### src/rtl/tx_pkg.sv
// Shared Tx/Rx definitions for OFDM subcarrier mapping: bin type codes,
// mapper FSM states and the bin classification rule.
package tx_pkg;

  typedef enum logic [1:0] {
    BIN_NULL  = 2'd0,
    BIN_PILOT = 2'd1,
    BIN_DATA  = 2'd2
  } bin_type_e;

  typedef enum logic {
    ST_IDLE = 1'b0,
    ST_SYM  = 1'b1
  } state_e;

  // step_pilot is a power of two, so the modulo reduces to a mask.
  function automatic bin_type_e bin_type(input logic [31:0] k, input logic [31:0] step_pilot);
    if (k == 32'd0) return BIN_NULL;
    if ((k & (step_pilot - 32'd1)) == 32'd0) return BIN_PILOT;
    return BIN_DATA;
  endfunction

endpackage

### src/rtl/pilot_inserter_if.sv
// Stream bundle for pilot_inserter: data subcarriers in, typed OFDM bins out.
interface pilot_inserter_if #(
  parameter int fft_depth = 12
);
  // Handshake: a beat transfers on a rising clk edge where valid && ready are
  // both high; the source holds its payload stable while valid && !ready, and
  // ready may depend on state but never on the same side's valid.
  logic                        ival;
  logic                        iready;
  logic                        isop;
  logic [2:0]                  index_M_in;
  logic [3:0]                  index_SS_in;
  logic signed [fft_depth-1:0] sub_i;
  logic signed [fft_depth-1:0] sub_q;

  logic                        oval;
  logic                        oready;
  logic                        osop;
  logic                        oeop;
  logic [1:0]                  oindex;
  logic [2:0]                  index_M_out;
  logic [3:0]                  index_SS_out;
  logic signed [fft_depth-1:0] osub_i;
  logic signed [fft_depth-1:0] osub_q;
  logic                        err_sop;

  modport master (
    output ival, isop, index_M_in, index_SS_in, sub_i, sub_q, oready,
    input  iready, oval, osop, oeop, oindex, index_M_out, index_SS_out,
           osub_i, osub_q, err_sop
  );

  modport slave (
    input  ival, isop, index_M_in, index_SS_in, sub_i, sub_q, oready,
    output iready, oval, osop, oeop, oindex, index_M_out, index_SS_out,
           osub_i, osub_q, err_sop
  );
endinterface

### src/rtl/pilot_comb_cnt.sv
// Bin index counter for one OFDM symbol, with the type of the current bin
// decoded one step ahead so it is available as a register.
module pilot_comb_cnt
  import tx_pkg::*;
#(
  parameter int n_log2     = 10,
  parameter int step_pilot = 8
) (
  input  logic              clk,
  input  logic              rst,
  input  logic              clr,
  input  logic              inc,
  output logic [n_log2-1:0] k,
  output bin_type_e         btype,
  output logic              last
);

  localparam logic [n_log2-1:0] K_MAX = '1;

  logic [n_log2-1:0] k_next;

  always_comb begin
    k_next = (k == K_MAX) ? '0 : k + 1'b1;
  end

  assign last = (k == K_MAX);

  always_ff @(posedge clk or negedge rst) begin
    if (!rst) begin
      k     <= '0;
      btype <= BIN_NULL;
    end else if (clr) begin
      k     <= '0;
      btype <= BIN_NULL;
    end else if (inc) begin
      k     <= k_next;
      btype <= bin_type(32'(k_next), step_pilot);
    end
  end

endmodule

### src/rtl/pilot_inserter.sv
// Tx subcarrier mapper: builds one N-bin OFDM symbol per frame from a data
// subcarrier stream, inserting a null DC bin and a comb of fixed pilots.
module pilot_inserter
  import tx_pkg::*;
#(
  parameter int fft_depth   = 12,
  parameter int n_log2      = 10,
  parameter int step_pilot  = 8,
  parameter int level_pilot = 2000
) (
  input  logic              clk,
  input  logic              rst,
  pilot_inserter_if.slave   bus,
  output state_e            dbg_state
);

  localparam logic signed [fft_depth-1:0] PILOT_I = fft_depth'(level_pilot);

  state_e                      state;
  logic [n_log2-1:0]           k;
  bin_type_e                   btype;
  logic                        last;
  logic                        adv;
  logic                        detect;
  logic                        load;
  logic                        take;
  logic                        first_data;
  logic [2:0]                  m_lat;
  logic [3:0]                  ss_lat;

  logic                        oval_q;
  logic                        osop_q;
  logic                        oeop_q;
  bin_type_e                   oindex_q;
  logic [2:0]                  m_out_q;
  logic [3:0]                  ss_out_q;
  logic signed [fft_depth-1:0] osub_i_q;
  logic signed [fft_depth-1:0] osub_q_q;
  logic                        err_q;

  // The output register may take a new bin when empty or being drained.
  always_comb begin
    adv    = !oval_q || bus.oready;
    detect = (state == ST_IDLE) && bus.ival && bus.isop;
    load   = (state == ST_SYM) && adv && ((btype != BIN_DATA) || bus.ival);
    take   = (state == ST_SYM) && (btype == BIN_DATA) && adv && bus.ival;
  end

  assign bus.iready = (state == ST_SYM) && (btype == BIN_DATA) && adv;

  pilot_comb_cnt #(
    .n_log2     (n_log2),
    .step_pilot (step_pilot)
  ) u_cnt (
    .clk   (clk),
    .rst   (rst),
    .clr   (detect),
    .inc   (load),
    .k     (k),
    .btype (btype),
    .last  (last)
  );

  always_ff @(posedge clk or negedge rst) begin
    if (!rst) begin
      state      <= ST_IDLE;
      first_data <= 1'b0;
      m_lat      <= '0;
      ss_lat     <= '0;
      oval_q     <= 1'b0;
      osop_q     <= 1'b0;
      oeop_q     <= 1'b0;
      oindex_q   <= BIN_NULL;
      m_out_q    <= '0;
      ss_out_q   <= '0;
      osub_i_q   <= '0;
      osub_q_q   <= '0;
      err_q      <= 1'b0;
    end else begin
      case (state)
        ST_IDLE: begin
          // The sop word stays on the input; it is consumed as the k=1 bin.
          if (detect) begin
            m_lat      <= bus.index_M_in;
            ss_lat     <= bus.index_SS_in;
            first_data <= 1'b1;
            state      <= ST_SYM;
          end
        end
        ST_SYM: begin
          if (load && last) state <= ST_IDLE;
        end
        default: state <= ST_IDLE;
      endcase

      if (take) begin
        first_data <= 1'b0;
        if (bus.isop && !first_data) err_q <= 1'b1;
      end

      if (adv) begin
        if (load) begin
          oval_q   <= 1'b1;
          osop_q   <= (k == '0);
          oeop_q   <= last;
          oindex_q <= btype;
          if (k == '0) begin
            m_out_q  <= m_lat;
            ss_out_q <= ss_lat;
          end
          case (btype)
            BIN_PILOT: begin
              osub_i_q <= PILOT_I;
              osub_q_q <= '0;
            end
            BIN_DATA: begin
              osub_i_q <= bus.sub_i;
              osub_q_q <= bus.sub_q;
            end
            default: begin
              osub_i_q <= '0;
              osub_q_q <= '0;
            end
          endcase
        end else begin
          oval_q <= 1'b0;
        end
      end
    end
  end

  assign bus.oval         = oval_q;
  assign bus.osop         = osop_q;
  assign bus.oeop         = oeop_q;
  assign bus.oindex       = oindex_q;
  assign bus.index_M_out  = m_out_q;
  assign bus.index_SS_out = ss_out_q;
  assign bus.osub_i       = osub_i_q;
  assign bus.osub_q       = osub_q_q;
  assign bus.err_sop      = err_q;
  assign dbg_state        = state;

endmodule

### src/flat_wrapper.sv
// flat-port wrapper written by rule: the top's interface ports become plain ports
module pilot_inserter_flat import tx_pkg::*;
#(
  parameter int fft_depth   = 12,
  parameter int n_log2      = 10,
  parameter int step_pilot  = 8,
  parameter int level_pilot = 2000
)
  (clk, rst, dbg_state, bus_ival, bus_isop, bus_index_M_in, bus_index_SS_in, bus_sub_i, bus_sub_q, bus_oready, bus_iready, bus_oval, bus_osop, bus_oeop, bus_oindex, bus_index_M_out, bus_index_SS_out, bus_osub_i, bus_osub_q, bus_err_sop);
  pilot_inserter_if #(.fft_depth(fft_depth)) bus_i ();
  input  logic clk;
  input  logic rst;
  output state_e dbg_state;
  input wire logic [$bits(bus_i.ival)-1:0] bus_ival;
  input wire logic [$bits(bus_i.isop)-1:0] bus_isop;
  input wire logic [$bits(bus_i.index_M_in)-1:0] bus_index_M_in;
  input wire logic [$bits(bus_i.index_SS_in)-1:0] bus_index_SS_in;
  input wire logic [$bits(bus_i.sub_i)-1:0] bus_sub_i;
  input wire logic [$bits(bus_i.sub_q)-1:0] bus_sub_q;
  input wire logic [$bits(bus_i.oready)-1:0] bus_oready;
  output wire logic [$bits(bus_i.iready)-1:0] bus_iready;
  output wire logic [$bits(bus_i.oval)-1:0] bus_oval;
  output wire logic [$bits(bus_i.osop)-1:0] bus_osop;
  output wire logic [$bits(bus_i.oeop)-1:0] bus_oeop;
  output wire logic [$bits(bus_i.oindex)-1:0] bus_oindex;
  output wire logic [$bits(bus_i.index_M_out)-1:0] bus_index_M_out;
  output wire logic [$bits(bus_i.index_SS_out)-1:0] bus_index_SS_out;
  output wire logic [$bits(bus_i.osub_i)-1:0] bus_osub_i;
  output wire logic [$bits(bus_i.osub_q)-1:0] bus_osub_q;
  output wire logic [$bits(bus_i.err_sop)-1:0] bus_err_sop;
  assign bus_i.ival = bus_ival;
  assign bus_i.isop = bus_isop;
  assign bus_i.index_M_in = bus_index_M_in;
  assign bus_i.index_SS_in = bus_index_SS_in;
  assign bus_i.sub_i = bus_sub_i;
  assign bus_i.sub_q = bus_sub_q;
  assign bus_i.oready = bus_oready;
  assign bus_iready = bus_i.iready;
  assign bus_oval = bus_i.oval;
  assign bus_osop = bus_i.osop;
  assign bus_oeop = bus_i.oeop;
  assign bus_oindex = bus_i.oindex;
  assign bus_index_M_out = bus_i.index_M_out;
  assign bus_index_SS_out = bus_i.index_SS_out;
  assign bus_osub_i = bus_i.osub_i;
  assign bus_osub_q = bus_i.osub_q;
  assign bus_err_sop = bus_i.err_sop;
  pilot_inserter #(.fft_depth(fft_depth), .n_log2(n_log2), .step_pilot(step_pilot), .level_pilot(level_pilot)) u_core (.clk(clk), .rst(rst), .bus(bus_i), .dbg_state(dbg_state));
endmodule
### config.mk
export PLATFORM = sky130hd
export DESIGN_NAME = pilot_inserter_flat
export DESIGN_NICKNAME = d
export VERILOG_FILES = /design/src/rtl/tx_pkg.sv /design/src/rtl/pilot_inserter_if.sv /design/src/rtl/pilot_comb_cnt.sv /design/src/rtl/pilot_inserter.sv /design/src/flat_wrapper.sv
export SDC_FILE = /design/constraint.sdc
export NUM_CORES = 1
export LEC_CHECK = 0
export ABC_AREA = 1
export BUFFER_PORTS_ARGS = -buffer_cell sky130_fd_sc_hd__buf_2
export CORE_ASPECT_RATIO = 1.1
export CORE_MARGIN = 5
export CORE_UTILIZATION = 30
export CTS_BUF_LIST = sky130_fd_sc_hd__clkbuf_8
export CTS_CLUSTER_DIAMETER = 40
export DETAILED_ROUTE_END_ITERATION = 16
export MAX_ROUTING_LAYER = met4
export PLACE_DENSITY = 0.53
export SYNTH_ARGS = -nofsm -noshare
export SYNTH_HDL_FRONTEND = slang
export SYNTH_SLANG_ARGS = --single-unit
### constraint.sdc
create_clock -name clk -period 2.3 [get_ports clk]
set_clock_uncertainty 0.2 [all_clocks]
set_input_delay 0.115 -clock clk [delete_from_list [all_inputs] [get_ports clk]]
set_output_delay 0.115 -clock clk [all_outputs]
set_load 0.05 [all_outputs]
* Word level (Yosys, flattened, before mapping) *
Cells that the tools add are included.

operators by class
  reductions and logical operators = 23
  mux-type cells = 25
  bitwise logic cells = 1
  $add $sub $neg = 1
  equal/unequal tests = 5

operator list
  cell                   number
  $logic_not 32->1       1
  $mux 10                3
  $pmux 12 s2            1
  $logic_not 10->1       2
  $mux 1                 13
  $mux 12                1
  $mux 2                 6
  $add 10x1->10 const B  1
  $eq 10x10->1 const B   1
  $logic_and 1x1->1      9
  $reduce_and 2->1       4
  $ne 2x2->1 const B     2
  $reduce_bool 2->1      2
  $reduce_and 3->1       1
  $eq 2x1->1 const B     1
  $eq 2x2->1 const B     1
  $logic_not 1->1        2
  $logic_or 1x1->1       2
  $pmux 1 s2             1
  $not 1->1              1

storage, ports and cells
  output and inout port bits = 39
  register bits after elaboration = 58

* Depth between registers and ports, before layout *
  depth in word-level cells = 13
  gate-level depth with buffers = 12

* By module *
Synthesis repeated with hierarchy kept, for this count alone.

second synthesis, totals
  cells, all modules = 317
  area, all modules = 2708.8 sq um

modules (own cells, without submodules)
  module          cells an instance  instances  area each (sq um)  seq. area each (sq um)
  pilot_inserter  223                1          1969.4             1151.1
  pilot_comb_cnt  94                 1          739.5              300.3

* Worst setup path before layout *
Ideal clock, no wire load.

  kind = register to register
  from = register u_core.u_cnt.btype[0]
  to = register u_core.ss_out_q[1] (netlist: u_core.bus.index_SS_out[1])
  required time = 1.973 ns
  path buffers = 2
  stages on the path, launching flop included = 11
  setup time = 0.127 ns
  setup slack = 0.492 ns
  arrival time = 1.481 ns
  cells stage by stage = dfrtp_1 > inv_1 > ha_1 > buf_6 > nand2_1 > nand3_1 > inv_1 > nand4_2 > buf_6 > nand2_1 > o21ai_0

between the ends
  word-level cells in the longest chain between the ends = 4

ends and longest elaborated chain
  what                        RTL line               RTL
  start, declared             pilot_comb_cnt.sv:14   output bin_type_e btype,
  start signal, assigned      pilot_comb_cnt.sv:37   btype <= bin_type(32'(k_next), step_pilot);
  $ne 2x2->1                  pilot_inserter.sv:45   load = (state == ST_SYM) && adv && ((btype != BIN_DATA) || bus.ival);
  $logic_or 1x1->1            pilot_inserter.sv:45
  $logic_and 1x1->1           pilot_inserter.sv:45
  $reduce_and 3->1 (no line)  n/a
  end signal, assigned        pilot_inserter.sv:109  ss_out_q <= ss_lat;
  end, declared               pilot_inserter.sv:36   logic [3:0] ss_out_q;

Every way passes these cells.
A chain may end at the register's enable or synchronous reset.

* Worst setup path in the final report *
  from = register u_core.u_cnt.btype[0]
  to = register u_core.m_out_q[1] (netlist: u_core.bus.index_M_out[1])

between the ends
  word-level cells in the longest chain between the ends = 4

ends and longest elaborated chain
  what                        RTL line               RTL
  $ne 2x2->1                  pilot_inserter.sv:45
  $logic_or 1x1->1            pilot_inserter.sv:45
  $logic_and 1x1->1           pilot_inserter.sv:45
  $reduce_and 3->1 (no line)  n/a
  end signal, assigned        pilot_inserter.sv:108  m_out_q <= m_lat;
  end, declared               pilot_inserter.sv:35   logic [2:0] m_out_q;

Every way passes these cells.

==> reports/metrics.csv <==
stage;metric;value;unit
timing;setup_viol;0;
grt;grt_pass1_vias;2409;
routing;initialDrtViolationCount;89;
worst_setup_path;r2r_slack;0.27;ns
clocking;cts-resized-gates;0;
synth;synth_flop_cell;dfrtp_1;
cells_and_area;utilization;43.2;%
worst_setup_path;worst-path-max-fanout;15;
clocking;cts_tree;built;
power;total_power;5.23;mW
timing;max_freq;492;MHz
worst_setup_path;crit_arrival;2.05;ns
grt;track_usage;13.7;%
synth;ys_warn_count;0;
synth;async_flop_share;100;%
worst_setup_path;reg2reg_from;u_core.u_cnt.btype[0];
synth;yosys-top-cells-count;nand2_1, dfrtp_1, inv_1, o21ai_0, a22o_1;
floorplan;die_y;107;um
clocking;insertion_delay;0.34;ns
worst_setup_path;worstSetupPathType;flip-flop to flip-flop;
synth;synth_top_cell_by_area;dfrtp_1;
placement;dp_hpwl;4280;um
floorplan;rows;35;
grt;grt_pass1_wl;11100;um
cells_and_area;diodes;0;
clocking;root_buffer;clkbuf_8;
clocking;htree_levels;3;
synth;synth_nets;313;
timing;period_share;88.4;%
synth;synthTopCellsByArea;dfrtp_1, nand2_1, o21ai_0, a22o_1, inv_1;
power;p_int;2.66;mW
power;leakagePower;1.91;nW
synth;syn_inst;273;
placement;gp_congestion;0.838;
clocking;numCtsBuffers;9;
placement;io_buffers;74;
routing;vias;2280;
worst_setup_path;end_kind;flip-flop;
floorplan;start_util;30.5;%
floorplan;core;8320;um2
worst_setup_path;critPathLaunch;u_core.u_cnt.btype[0];
power;p_sw;2.57;mW
power;cellPowerDensity;1450;nW/um2
synth;synth.most_common_cell;nand2_1;
routing;wl_per_cell;12.7;um
outcome;status;finished clean;
timing;max-slew-margin-rel;50.1;%
timing;hold-worst-slack;0.0971;ns
clocking;clock_path_buffers;2;
power;swShare;49.2;%
clocking;clkSinkCount;58;
grt;antenna_found_initial;0;
cells_and_area;nets;428;
worst_setup_path;crit_end;u_core.bus.index_M_out[1];
worst_setup_path;required;2.32;ns
power;vdd_drop_max;0.000697;V
clocking;clk_pin_slew_worst_paths;0.07;ns
min_path;hp-class;primary input to asynchronous set/reset pin;
synth;avgSynthCellArea;9.30;um2
floorplan;die-width;97.7;um
power;clkPwrFrac;18.4;%
power;combPwrFrac;49.3;%
timing;final_hold_viol_count;0;
synth;synth_edf_count;0;
timing;setup_tns;0;ns
worst_setup_path;reg2reg_depth;8;
grt;grt_max_degree;39;
timing;rsz0062_at_grt;no;
cells_and_area;syn2layout_area_growth;41.7;%
timing;tightest_slew;0.748;ns
floorplan;io_pins;75;
floorplan;die_area;10400;um2
synth;ys_seq_area_share;57.1;%
synth;synth.distinct_cells;22;
routing;drc;0;
routing;wl;6380;um
synth;syn-cell-area;2540;um2
worst_setup_path;critPathLaunchType;flip-flop;
timing;final_max_slew_viol_count;0;
synth;synth_top_area_share;57.1;%
timing;fin_crit;2.03;ns
routing;avgViaCountPerCell;4.52;
flow_run;maxCapViolCount;0;
synth;ys_ff_latch;58;
routing;dr.pass1.iters;4;
worst_setup_path;r2r_end;u_core.bus.index_M_out[1];
grt;overflow;0;
power;p_seq_share;32.3;%
cells_and_area;drive_gt1_share;25.2;%
routing;ant_nets;0;
==> metrics by stage <==
stage | std cells | worst slack [ns] | area, um2
CTS | 504 | 0.212 | 3600
global route | 504 | 0.0174 | 3600
finish | 504 | 0.266 | 3600
detailed placement | 452 | 0.215 | 3040
global placement | 452 | 0.377 | 3040
floorplan | 273 | 0.492 | 2540
==> worst max-delay path: stages, from the launching register on <==
cell and delay, ns:
dfrtp_1 0.38, inv_1 0.07, ha_1 0.23, nand2_1 0.09, nand3_2 0.16, inv_1 0.21
nand4_2 0.33, nand2_1 0.16, o21ai_0 0.09
==> worst min-delay path by stage <==
stage	end	slack (ns)	cells past startpoint
final	u_core.u_cnt.k[7]	0.1	2
after floorplan	u_core.bus.err_sop	-0.38	0
after detailed placement	u_core.u_cnt.k[7]	-0.08	1
after CTS	u_core.bus.index_M_out[2]	0.10	2
after global routing	u_core.bus.index_M_out[2]	0.14	2
after global placement	u_core.u_cnt.k[7]	-0.07	1
==> power groups by stage <==
stage	registers [mW]	logic, mW	clock network (mW)
6_report	1.69	2.58	0.964
5_1_grt	1.75	2.83	1.03
4_1_cts	1.69	2.61	0.996
3_5_place_dp	1.70	2.56	0
3_3_place_gp	1.71	2.54	0
2_1_floorplan	2.56	1.08	0
==> registers in the layout (all words and copies together), names as in the netlist, 2 cells and up <==
name	count
u_core.ss_lat	4
u_core.m_lat	3
u_core.u_cnt.btype	2
u_core.bus.osub_i	12
u_core.bus.index_M_out	3
u_core.u_cnt.k	10
u_core.bus.osub_q	12
u_core.bus.oindex	2
u_core.bus.index_SS_out	4
==> repair_timing <==
item / in CTS / in global routing
hold buffers: 36 / 0
hold endpoints to repair: 93 / 0
setup buffers: 0 / 0
==> cell families after synthesis <==
| kind of cell | after synthesis | synth area share [%] |
|---|---|---|
| flops | 58 | 57.1 |
| xor+xnor | 2 | 0.690 |
| buf+inv | 48 | 7.98 |
| compound gates | 64 | 15.8 |
| fa+ha+maj | 4 | 1.97 |
| simple gates | 97 | 16.5 |
==> cell type report <==
type | count | area (um2)
inverter | 38 | 143
clock inverter | 7 | 77.6
fill | 826 | 4720
timing repair buffer | 114 | 773
clock buffer | 9 | 124
multi-input combinational | 167 | 891
sequential | 58 | 1450
tap | 111 | 139
==> metal layers <==
metal  track usage (%)  up-vias  wire, um
li1                  -     1127         -
met5                 -        -         0
met3              3.15       14       324
met2              21.9       71      2940
met4              6.92        0       158
met1              16.1     1068      2960
==> layout by cell type, fill, tap and decap left out <==
cell type	count
inv_6	2
nor2_2	1
o21ai_0	38
clkbuf_8	9
bufinv_16	1
nand3b_2	1
xnor2_1	1
clkinv_4	2
dfrtp_1	58
clkinvlp_4	1
o22ai_1	6
nand2_1	66
nand3_2	1
nand3_1	15
clkinv_2	1
o21bai_1	2
nor3_1	1
nand3b_1	1
nor2_4	1
a22o_1	18
xor2_1	1
ha_1	4
nor2_1	8
inv_1	38
nand4_1	1
dlygate4sd3_1	36
buf_12	1
buf_4	3
buf_2	74
nand4_2	1
Power figures use the tool's default switching activity.
